**src/rtl/sobel_frame_loader.sv**
```systemverilog
// sobel_frame_loader: packs a raster stream of 8-bit pixels into 64-bit
// SRAM1 words (MSB-first). After a full frame it pulses startEn and waits
// for the filter's getNext before loading the next frame.
// Optional feature: define LOADER_OVERRUN_EN to build the sticky overrun
// detector; otherwise overrun is tied low.
module sobel_frame_loader #(
  parameter int FRAMEWORDS = 32768,
  parameter int BASEADDR   = 0
) (
  input  logic        clk,
  input  logic        reset,
  input  logic [7:0]  pixIn,
  input  logic        pixValid,
  output logic        pixReady,
  input  logic        getNext,
  output logic        we1,
  output logic [19:0] write_addr1,
  output logic [63:0] data1,
  output logic        startEn,
  output logic        overrun
);

  typedef enum logic [1:0] {
    FILL = 2'd0,
    DONE = 2'd1,
    WAIT = 2'd2
  } state_t;

  localparam logic [19:0] LP_BASE = 20'(BASEADDR);
  localparam logic [19:0] LP_LAST = 20'(BASEADDR + FRAMEWORDS - 1);

  state_t      r_state;
  state_t      w_state_next;
  logic        r_pending;
  logic        w_pending_next;
  logic        w_restart;
  logic [2:0]  r_byte_cnt;
  logic [63:0] r_data;
  logic [19:0] r_addr;
  logic        r_we1;
  logic        w_last_write;
  logic        w_accept;

  // The final write of a frame is in flight: stop accepting so no byte of
  // the next frame slips in before the filter has been told.
  assign w_last_write = r_we1 && (r_addr == LP_LAST);
  assign pixReady     = !reset && (r_state == FILL) && !w_last_write;
  assign w_accept     = pixValid && pixReady;

  assign we1         = r_we1;
  assign write_addr1 = r_addr;
  assign data1       = r_data;
  assign startEn     = (r_state == DONE);

  // Next-state, pending-request and address-restart decode.
  always_comb begin
    // NOTE: every output of this block gets a default first, so no path
    // through the case can leave one unassigned and infer a latch.
    w_state_next   = r_state;
    w_pending_next = r_pending;
    w_restart      = 1'b0;
    case (r_state)
      FILL: begin
        if (getNext)      w_pending_next = 1'b1;
        if (w_last_write) w_state_next   = DONE;
      end
      DONE: begin
        if (r_pending || getNext) begin
          w_state_next   = FILL;
          w_pending_next = 1'b0;
          w_restart      = 1'b1;
        end else begin
          w_state_next   = WAIT;
        end
      end
      WAIT: begin
        if (getNext) begin
          w_state_next = FILL;
          w_restart    = 1'b1;
        end
      end
      default: w_state_next = FILL;
    endcase
  end

  // State register and pending-request flag.
  always_ff @(posedge clk) begin
    // NOTE: sequential state uses non-blocking assignments so every register
    // samples the pre-edge values regardless of statement order.
    if (reset) begin
      r_state   <= FILL;
      r_pending <= 1'b0;
    end else begin
      r_state   <= w_state_next;
      r_pending <= w_pending_next;
    end
  end

  // Byte packing, write strobe and write address.
  always_ff @(posedge clk) begin
    if (reset) begin
      r_byte_cnt <= 3'd0;
      r_data     <= 64'd0;
      r_we1      <= 1'b0;
      r_addr     <= LP_BASE;
    end else begin
      r_we1 <= w_accept && (r_byte_cnt == 3'd7);
      if (w_accept) begin
        // Shift-in leaves the first byte of a word in [63:56] after 8 bytes.
        r_data     <= {r_data[55:0], pixIn};
        r_byte_cnt <= r_byte_cnt + 3'd1;
      end
      if (w_restart) begin
        r_addr <= LP_BASE;
      end else if (r_we1) begin
        r_addr <= r_addr + 20'd1;
      end
    end
  end

`ifdef LOADER_OVERRUN_EN
  logic r_overrun;

  // Sticky flag: a byte was offered while the loader could not take it.
  always_ff @(posedge clk) begin
    if (reset) begin
      r_overrun <= 1'b0;
    end else if (pixValid && !pixReady) begin
      r_overrun <= 1'b1;
    end
  end

  assign overrun = r_overrun;
`else
  assign overrun = 1'b0;
`endif

endmodule

```
**config.mk**
```make
export PLATFORM = sky130hd
export DESIGN_NAME = sobel_frame_loader
export DESIGN_NICKNAME = d
export VERILOG_FILES = /design/src/rtl/sobel_frame_loader.sv
export SDC_FILE = /design/constraint.sdc
export NUM_CORES = 1
export LEC_CHECK = 0
export ABC_AREA = 1
export CORE_MARGIN = 3
export CORE_UTILIZATION = 49
export DETAILED_ROUTE_END_ITERATION = 7
export HOLD_SLACK_MARGIN = 0.1
export PLACE_DENSITY = 0.79
export SETUP_SLACK_MARGIN = 0.05
export SLEW_MARGIN = 20
export SYNTH_ARGS = -nofsm -noshare
export SYNTH_HDL_FRONTEND = slang
export SYNTH_SLANG_ARGS = --single-unit
```
**constraint.sdc**
```tcl
create_clock -name clk -period 1.8 [get_ports clk]
set_input_delay 0.54 -clock clk [delete_from_list [all_inputs] [get_ports clk]]
set_output_delay 0.54 -clock clk [all_outputs]
set_load 0.01 [all_outputs]
```
# After elaboration in Yosys (flattened, before gate mapping)
# Index checks and enable logic that the tools add are counted.
[word_totals] register_bits=91 in_bits=12 output_inout_bits=88
[classes] n_addsub=2 mux=10 n_reduce_logical=13 n_eq_ne=8
[op_table] operator="$add 20x1->20 const B" count=1
[op_table] operator="$eq 20x15->1 const B" count=1
[op_table] operator="$mux 2" count=3
[op_table] operator="$ne 2x2->1 const B" count=3
[op_table] operator="$pmux 2 s3" count=1
[op_table] operator="$logic_and 1x1->1" count=5
[op_table] operator="$mux 1" count=4
[op_table] operator="$pmux 1 s2" count=2
[op_table] operator="$add 3x1->3 const B" count=1
[op_table] operator="$eq 3x3->1 const B" count=1
[op_table] operator="$reduce_and 3->1" count=1
[op_table] operator="$eq 2x1->1 const B" count=1
[op_table] operator="$eq 2x2->1 const B" count=1
[op_table] operator="$logic_not 1->1" count=2
[op_table] operator="$logic_not 2->1" count=1
[op_table] operator="$ne 2x1->1 const B" count=1
[op_table] operator="$reduce_and 2->1" count=1
[op_table] operator="$reduce_bool 2->1" count=1
[op_table] operator="$reduce_or 2->1" count=1
[op_table] operator="$logic_or 1x1->1" count=1

# Longest topological paths before layout
# Gate-level depths: netlist (run 1).
[logic_depth] ltp_word=6 ltp_mapped=11 ltp_nobuf=9

# Worst setup path after synthesis (run 1)
# No wires, ideal clock.
[synth_path] path_kind="register to output" startpoint="register r_state[0]" endpoint="output port pixReady" arrival_time_ns=1.188 required_ns=1.260 path_stages_with_launch=6 setup_slack_ns=0.072 path_cell_list="dfxtp_1 inv_1 ha_1 inv_1 nor2_1 a21boi_0"
[synth_via] elab_chain_cells=3
[synth_lines] element="start: declaration" line="32" text="state_t r_state;"
[synth_lines] element="start signal: assignment" line="94" text="r_state <= w_state_next;"
[synth_lines] element="$logic_not 2->1" line="47" text="assign pixReady = !reset && (r_state == FILL) && !w_last_write;"
[synth_lines] element="$logic_and 1x1->1 (2 in series)" line="47"
[synth_lines] element="end: declaration" line="14" text="output logic pixReady,"
# No other way between the ends.

# Final worst setup path (run 1)
# Ends and elaborated chain as after synthesis.

==> results.py, run 1 <==
metrics = {
    "status": {
        "violations": "setup timing",
        "status": "finished, violations left",
    },
    "route": {
        "top_layer_used": "met4",
        "vias": 4017,
        "drc_errors": 0,
        "met2_length_um": 5422,
        "ant_nets": 0,
        "first_pass_iters": 4,
        "dr_wl_met3_um": 699,
        "met1_length_um": 4431,
        "vias_per_cell": 4.666,
        "first_iter_violations": 112,
        "wl_um": 10720,
        "routedWlPerCell_um": 12.45,
    },
    "place": {
        "postPlaceCellArea_um2": 5393,
        "place_ws_ps": -677.0,
        "place_hpwl_um": 6689,
        "port_buffers": 98,
        "gp_congestion": 0.8157,
        "dp.cells": 824,
    },
    "synth": {
        "synth_cell_type_count": 32,
        "netlist_area_um2": 4071,
        "synth_async_sr_flop_share_pct": 0,
        "synth_ff_type": "dfxtp_1",
        "synth-seq-cells": 91,
        "syn_avg_cell_area_um2": 6.730,
        "netlist_instances": 605,
        "synth_edf_count": 0,
        "syn_nets": 624,
        "seq_area_frac_synth_pct": 44.74,
        "ys.warnings.count": 0,
    },
    "sta": {
        "finalWorstSetupSlack_ps": -47.10,
        "period_needed_ps": 1847,
        "max_freq_mhz": 541.4,
        "worst_pin_slew_ps": 501.6,
        "maxSlewViolCount": 0,
        "rsz0062_at_grt": "true",
        "hold_viol": 0,
        "setup_viol": 1,
        "slew_headroom_pct": 66.56,
        "fin_skew_ps": 11.72,
        "layout_worst_path_cycle_share_pct": 102.6,
    },
    "finish": {
        "nets": 773,
        "stdcell_area_um2": 6000,
        "mostFrequentLayoutCells": "nand2_1 (157), nor2_1 (137), dlygate4sd2_1 (85), inv_1 (81), dfxtp_1 (78)",
        "finalNonFillerCells": 861,
        "syn_to_final_growth_pct": 47.36,
        "nFillCells": 613,
        "layout_commonest_cell": "nand2_1",
        "antenna_cells": 0,
        "final_util_pct": 76.06,
        "drive_gt1_share_pct": 20.82,
    },
    "critical_path": {
        "r2r-end": "data1[36]",
        "cp_slowest_cell": "dfxtp_2",
        "rrSetupSlack_ps": 60,
        "crit_family": "flip-flops",
        "startpoint_type": "register",
        "cp_cell_sequence": "inv_2 > ha_4 > inv_2 > nor2_4 > a21boi_2 > buf_2",
        "worstPathArrival_ps": 1310,
        "crit_top_cell": "inv_2",
        "timing.critical_path.buf_inv": 3,
        "timing.rr.start": "write_addr1[7]",
        "crit_required_ps": 1260,
        "critPathMaxStageDelay_ps": 330,
        "r2r_cells": 12,
        "critPathKind": "register to primary output",
        "crit_fanout": 2,
        "worstSetupEndpointType": "primary output",
    },
    "floorplan": {
        "die-area_um2": 9439,
        "start_util_pct": 51.62,
        "core-area_um2": 7888,
        "die_width_um": 97.16,
        "ios": 100,
        "rows": 32,
        "die_y_um": 97.16,
    },
    "pwr": {
        "total_power_mw": 4.392,
        "p_leak_nw": 3.218,
        "ir_drop_mv": 0.4538,
        "power_density_nw_per_um2": 732.0,
    },
    "global_route": {
        "grt_pass1_vias": 3575,
        "grt-ovfl-total": 0,
        "antenna_found_initial": 0,
        "grt_pass1_wl_um": 15830,
        "grt_max_degree": 50,
        "grtUsageTotal_pct": 20.04,
    },
    "clock_network": {
        "clock_sinks": 91,
        "clk_pin_slew_ps": 90,
        "cts_root_buf": "clkbuf_8",
        "htree_levels": 3,
        "clockBufferDepth": 2,
        "clkLatencyLatePin_ps": 360,
        "hold_buffers": 0,
        "cts_tree": "yes",
        "cts-buffers-inserted": 9,
    },
    "hold_path": {
        "hp-class": "register to register",
        "hold_path_end": "r_pending",
        "min_from": "r_pending",
        "min_path_cells": 2,
    },
    "job": {
        "drv_cap": 0,
    },
}
-- state kept, by name (all words and copies together), names as in the netlist --
| signal | cells |
|---|---|
| data1 | 64 |
| write_addr1 | 20 |
| we1 | 1 |
| r_pending | 1 |
| r_state | 2 |
| r_byte_cnt | 3 |
-- worst register-to-register path: cells and delay by family, from the launching register on --
kind	cells	cell delay [ps]
buffers and inverters	3	460
and+or+nand+nor	9	860
DFF	1	350
-- layer usage --
| layer | up-vias | GRT usage, % |
|---|---|---|
| li1 | 2072 | - |
| met5 | - | 0 |
| met1 | 1808 | 23.78 |
| met2 | 121 | 34.77 |
| met4 | 0 | 7.343 |
| met3 | 16 | 5.169 |
-- through the flow --
| step | hold slack [ps] | TNS, ps |
|---|---|---|
| floorplan | 476.9 | 0 |
| global placement | 482.0 | -5383 |
| detailed placement | 490.1 | -10800 |
| CTS | 502.5 | -118.5 |
| global route | 530.3 | -482.4 |
| finish | 505.1 | -47.10 |
-- cell usage after synthesis, types with 3 or more instances --
cell type | instances | share of area, %
nand2_1 | 173 | 16
nor2_1 | 147 | 14
dfxtp_1 | 91 | 45
inv_1 | 84 | 7.7
nor2_2 | 21 | 3.2
a21oi_1 | 15 | 1.8
nand3_1 | 11 | 1.4
buf_2 | 8 | 0.98
ha_1 | 7 | 2.2
buf_6 | 6 | 1.7
nand4_1 | 6 | 0.92
clkbuf_1 | 5 | 0.46
buf_1 | 3 | 0.28
o21a_1 | 3 | 0.55
xor2_1 | 3 | 0.65
-- final cells by class --
| class | count | area (µm²) | area share [%] |
|---|---|---|---|
| multi-input cells | 403 | 1922 | 32.03 |
| inverters | 87 | 326.6 | 5.443 |
| repair buffers | 162 | 1562 | 26.03 |
| clock buffers | 10 | 127.6 | 2.127 |
| well taps | 102 | 127.6 | 2.127 |
| clock inverters | 6 | 96.34 | 1.606 |
| flip-flops and latches | 91 | 1838 | 30.64 |
-- power by group --
part	internal [mW]	switching [mW]	leakage (nW)
clock	0.803	0.765	0.109
sequential	2.11	0.0729	0.752
combinational	0.294	0.346	2.36
total	3.21	1.18	3.22
-- worst max path at each step --
stage	start	slack, ps	depth (start not counted)	end
floorplan	r_state[0]	70	5	pixReady
global placement	reset	-570	4	pixReady
detailed placement	reset	-680	4	pixReady
CTS	write_addr1[1]	-120	5	pixReady
global route	write_addr1[7]	-130	6	pixReady
finish	r_state[0]	-50	6	pixReady
-- cell families (layout without fill, tap and decap cells) --
family | Yosys count | in the layout | synth area share (%)
AND/OR/NAND/NOR | 368 | 368 | 36.97
flip-flops | 91 | 91 | 44.74
buffers and inverters | 111 | 265 | 11.95
AO/OA/AOI/OAI | 22 | 22 | 3.012
XOR/XNOR | 5 | 5 | 1.076
adder cells (fa/ha/maj) | 7 | 7 | 2.151
other | 1 | 1 | 0.09211
-- timing repair --
item / CTS / global route
endpoints found under the setup margin: 87 / 68
pin swaps: 5 / 15
resized for setup: 122 / 41
gates cloned: 0 / 9
buffers inserted: 4 / 13
Power figures use the tool's default switching activity.
==> run 2, diff against run 1 <==
--- a/config.mk
+++ b/config.mk
@@ -10,7 +10,7 @@
 export CORE_UTILIZATION = 49
 export DETAILED_ROUTE_END_ITERATION = 7
 export HOLD_SLACK_MARGIN = 0.1
-export PLACE_DENSITY = 0.79
+export PLACE_DENSITY = 0.78
 export SETUP_SLACK_MARGIN = 0.05
 export SLEW_MARGIN = 20
 export SYNTH_ARGS = -nofsm -noshare
==> run 2 against run 1 <==
Compared with the run above: the flow still finishes with violations (setup timing); global-route usage down 0.58 points; register-to-register slack worse by 130 ps; hold slack worse by 1.7 ps; largest power group unchanged.
==> results.py, run 2 (synthesis gave the netlist of run 1 again) <==
metrics = {
    "sta": {
        "layout_worst_path_cycle_share_pct": 103.7,
        "rsz0062_at_grt": "true",
        "period_needed_ps": 1866,
        "slew_headroom_pct": 66.15,
        "hold_viol": 0,
        "setup_viol": 44,
        "fin_skew_ps": 10.52,
        "maxSlewViolCount": 0,
        "worst_pin_slew_ps": 507.8,
        "fin_setup_tns_ps": -856.0,
        "max_freq_mhz": 535.8,
        "finalWorstSetupSlack_ps": -66.42,
    },
    "route": {
        "wl_um": 11130,
        "routedWlPerCell_um": 12.81,
        "first_iter_violations": 118,
        "vias": 4092,
        "ant_nets": 0,
        "first_pass_iters": 5,
        "drc_errors": 0,
        "vias_per_cell": 4.709,
    },
    "job": {
        "drv_cap": 0,
    },
    "critical_path": {
        "crit_required_ps": 2050,
        "crit_family": "buffers and inverters",
        "cp_slowest_cell": "dfxtp_2",
        "critPathMaxStageDelay_ps": 360,
        "worstSetupEndpointType": "register",
        "crit_fanout": 8,
        "timing.critical_path.buf_inv": 5,
        "cp_cell_sequence": "ha_4 > nand3_4 > nor2_4 > buf_4 > buf_6 > buf_6 > nand2_4 > nand3_4 > buf_12 > clkbuf_16 > nor2_1 > nor2_1",
        "startpoint_type": "register",
        "worstPathArrival_ps": 2120,
        "critPathKind": "register to register",
    },
    "clock_network": {
        "htree_levels": 3,
        "clk_pin_slew_ps": 100,
        "clock_sinks": 91,
        "clkLatencyLatePin_ps": 360,
        "cts_root_buf": "clkbuf_8",
        "clockBufferDepth": 2,
        "cts_tree": "yes",
        "cts-buffers-inserted": 9,
    },
    "floorplan": {
        "die-area_um2": 9439,
        "core-area_um2": 7888,
        "rows": 32,
        "die_width_um": 97.16,
        "ios": 100,
        "start_util_pct": 51.62,
        "die_y_um": 97.16,
    },
    "global_route": {
        "grt_max_degree": 51,
        "grtUsageTotal_pct": 19.45,
        "antenna_found_initial": 0,
        "grt_pass1_vias": 3551,
        "grt-ovfl-total": 0,
        "grt_pass1_wl_um": 15640,
    },
    "place": {
        "gp_congestion": 0.8531,
        "postPlaceCellArea_um2": 5420,
        "port_buffers": 98,
        "place_hpwl_um": 6476,
    },
    "pwr": {
        "ir_drop_mv": 0.4843,
        "power_density_nw_per_um2": 680.5,
        "p_leak_nw": 3.284,
    },
    "finish": {
        "syn_to_final_growth_pct": 48.68,
        "stdcell_area_um2": 6053,
        "largest_register_ffs": 64,
        "drive_gt1_share_pct": 19.69,
        "layout_commonest_cell": "nand2_1",
        "antenna_cells": 0,
        "nFillCells": 610,
        "mostFrequentLayoutCells": "nand2_1 (168), nor2_1 (140), dlygate4sd2_1 (85), inv_1 (81), dfxtp_1 (80)",
        "nets": 781,
    },
    "status": {
        "violations": "setup timing",
        "status": "finished, violations left",
    },
    "hold_path": {
        "hp-class": "register to register",
    },
}
-- run 2: changes by cell type in the layout (fill, tap and decap cells not counted), sizes merged --
cell,before,now
buf,60,64
clkbuf,16,19
inv,90,88
clkinv,0,3
dlymetal6s2s,0,1
bufinv,2,0
clkinvlp,1,3
clkdlybuf4s15,1,0
-- run 2: routing by layer --
metal	part of all wire, %	GRT usage (%)	wire length (µm)	up-vias
met5	0	0	0	-
met2	49	33.01	5467	120
met1	44	23.71	4874	1855
met4	1.6	7.127	175	0
met3	5.5	5.025	613	16
li1	-	-	-	2101
-- run 2: worst min-delay path, delay by kind of cell (launching register included) --
kind,cells,cell delay [ps]
flip-flops,1,330
AND/OR/NAND/NOR,2,150
-- run 2: per-stage QoR --
step / utilization, % / hold slack (ps) / setup WS [ps] / power (mW) / std cells
2_1_floorplan: - / 476.9 / 71.56 / 2.550 / 605
3_3_place_gp: 68.72 / 481.5 / -572.5 / 2.810 / 826
3_5_place_dp: 68.72 / 490.7 / -605.7 / 2.823 / 826
4_1_cts: 69.84 / 507.0 / -155.8 / 4.019 / 843
5_1_grt: 76.74 / 517.3 / -134.6 / 4.308 / 869
6_report: 76.74 / 503.4 / -66.42 / 4.119 / 869
-- run 2: path summary, 6_finish.rpt --
path / start / end / slack (ps) / depth (start not counted)
worst min-delay path: data1[52] / data1[60] / 500 / 2
worst min register to register: data1[52] / data1[60] / 500 / 2
worst max-delay path: write_addr1[0] / data1[18] / -70 / 12
worst max register to register: write_addr1[0] / data1[18] / -70 / 12
-- run 2: power by group --
| group | leakage [nW] | internal (mW) | switching (mW) |
|---|---|---|---|
| combinational | 2.45 | 0.313 | 0.341 |
| clock | 0.0818 | 0.509 | 0.774 |
| sequential | 0.751 | 2.11 | 0.0714 |
-- run 2: cell type report --
cell class / count / area, µm² / area share, %
sequential: 91 / 1836 / 30.32
multi-input combinational: 403 / 1862 / 30.76
inverter: 87 / 326.6 / 5.395
clock inverter: 7 / 53.80 / 0.8888
timing repair buffer: 170 / 1724 / 28.48
tap: 102 / 127.6 / 2.108
clock buffer: 9 / 123.9 / 2.046
-- run 2: what timing repair did --
item / in CTS / in global routing
hold buffers: 0 / 0
setup buffers: 1 / 11
pin swaps: 1 / 11
cloned: 0 / 16
endpoints found under the setup margin: 90 / 69
gates resized for setup: 103 / 40
==> run 3, diff against run 2 <==
--- a/config.mk
+++ b/config.mk
@@ -8,11 +8,11 @@
 export ABC_AREA = 1
 export CORE_MARGIN = 3
 export CORE_UTILIZATION = 49
+export CTS_CLUSTER_SIZE = 25
 export DETAILED_ROUTE_END_ITERATION = 7
 export HOLD_SLACK_MARGIN = 0.1
 export PLACE_DENSITY = 0.78
 export SETUP_SLACK_MARGIN = 0.05
-export SLEW_MARGIN = 20
 export SYNTH_ARGS = -nofsm -noshare
 export SYNTH_HDL_FRONTEND = slang
 export SYNTH_SLANG_ARGS = --single-unit
==> results of run 3 <==
No change in the layout: final DEF, timing and power equal those of run 2.
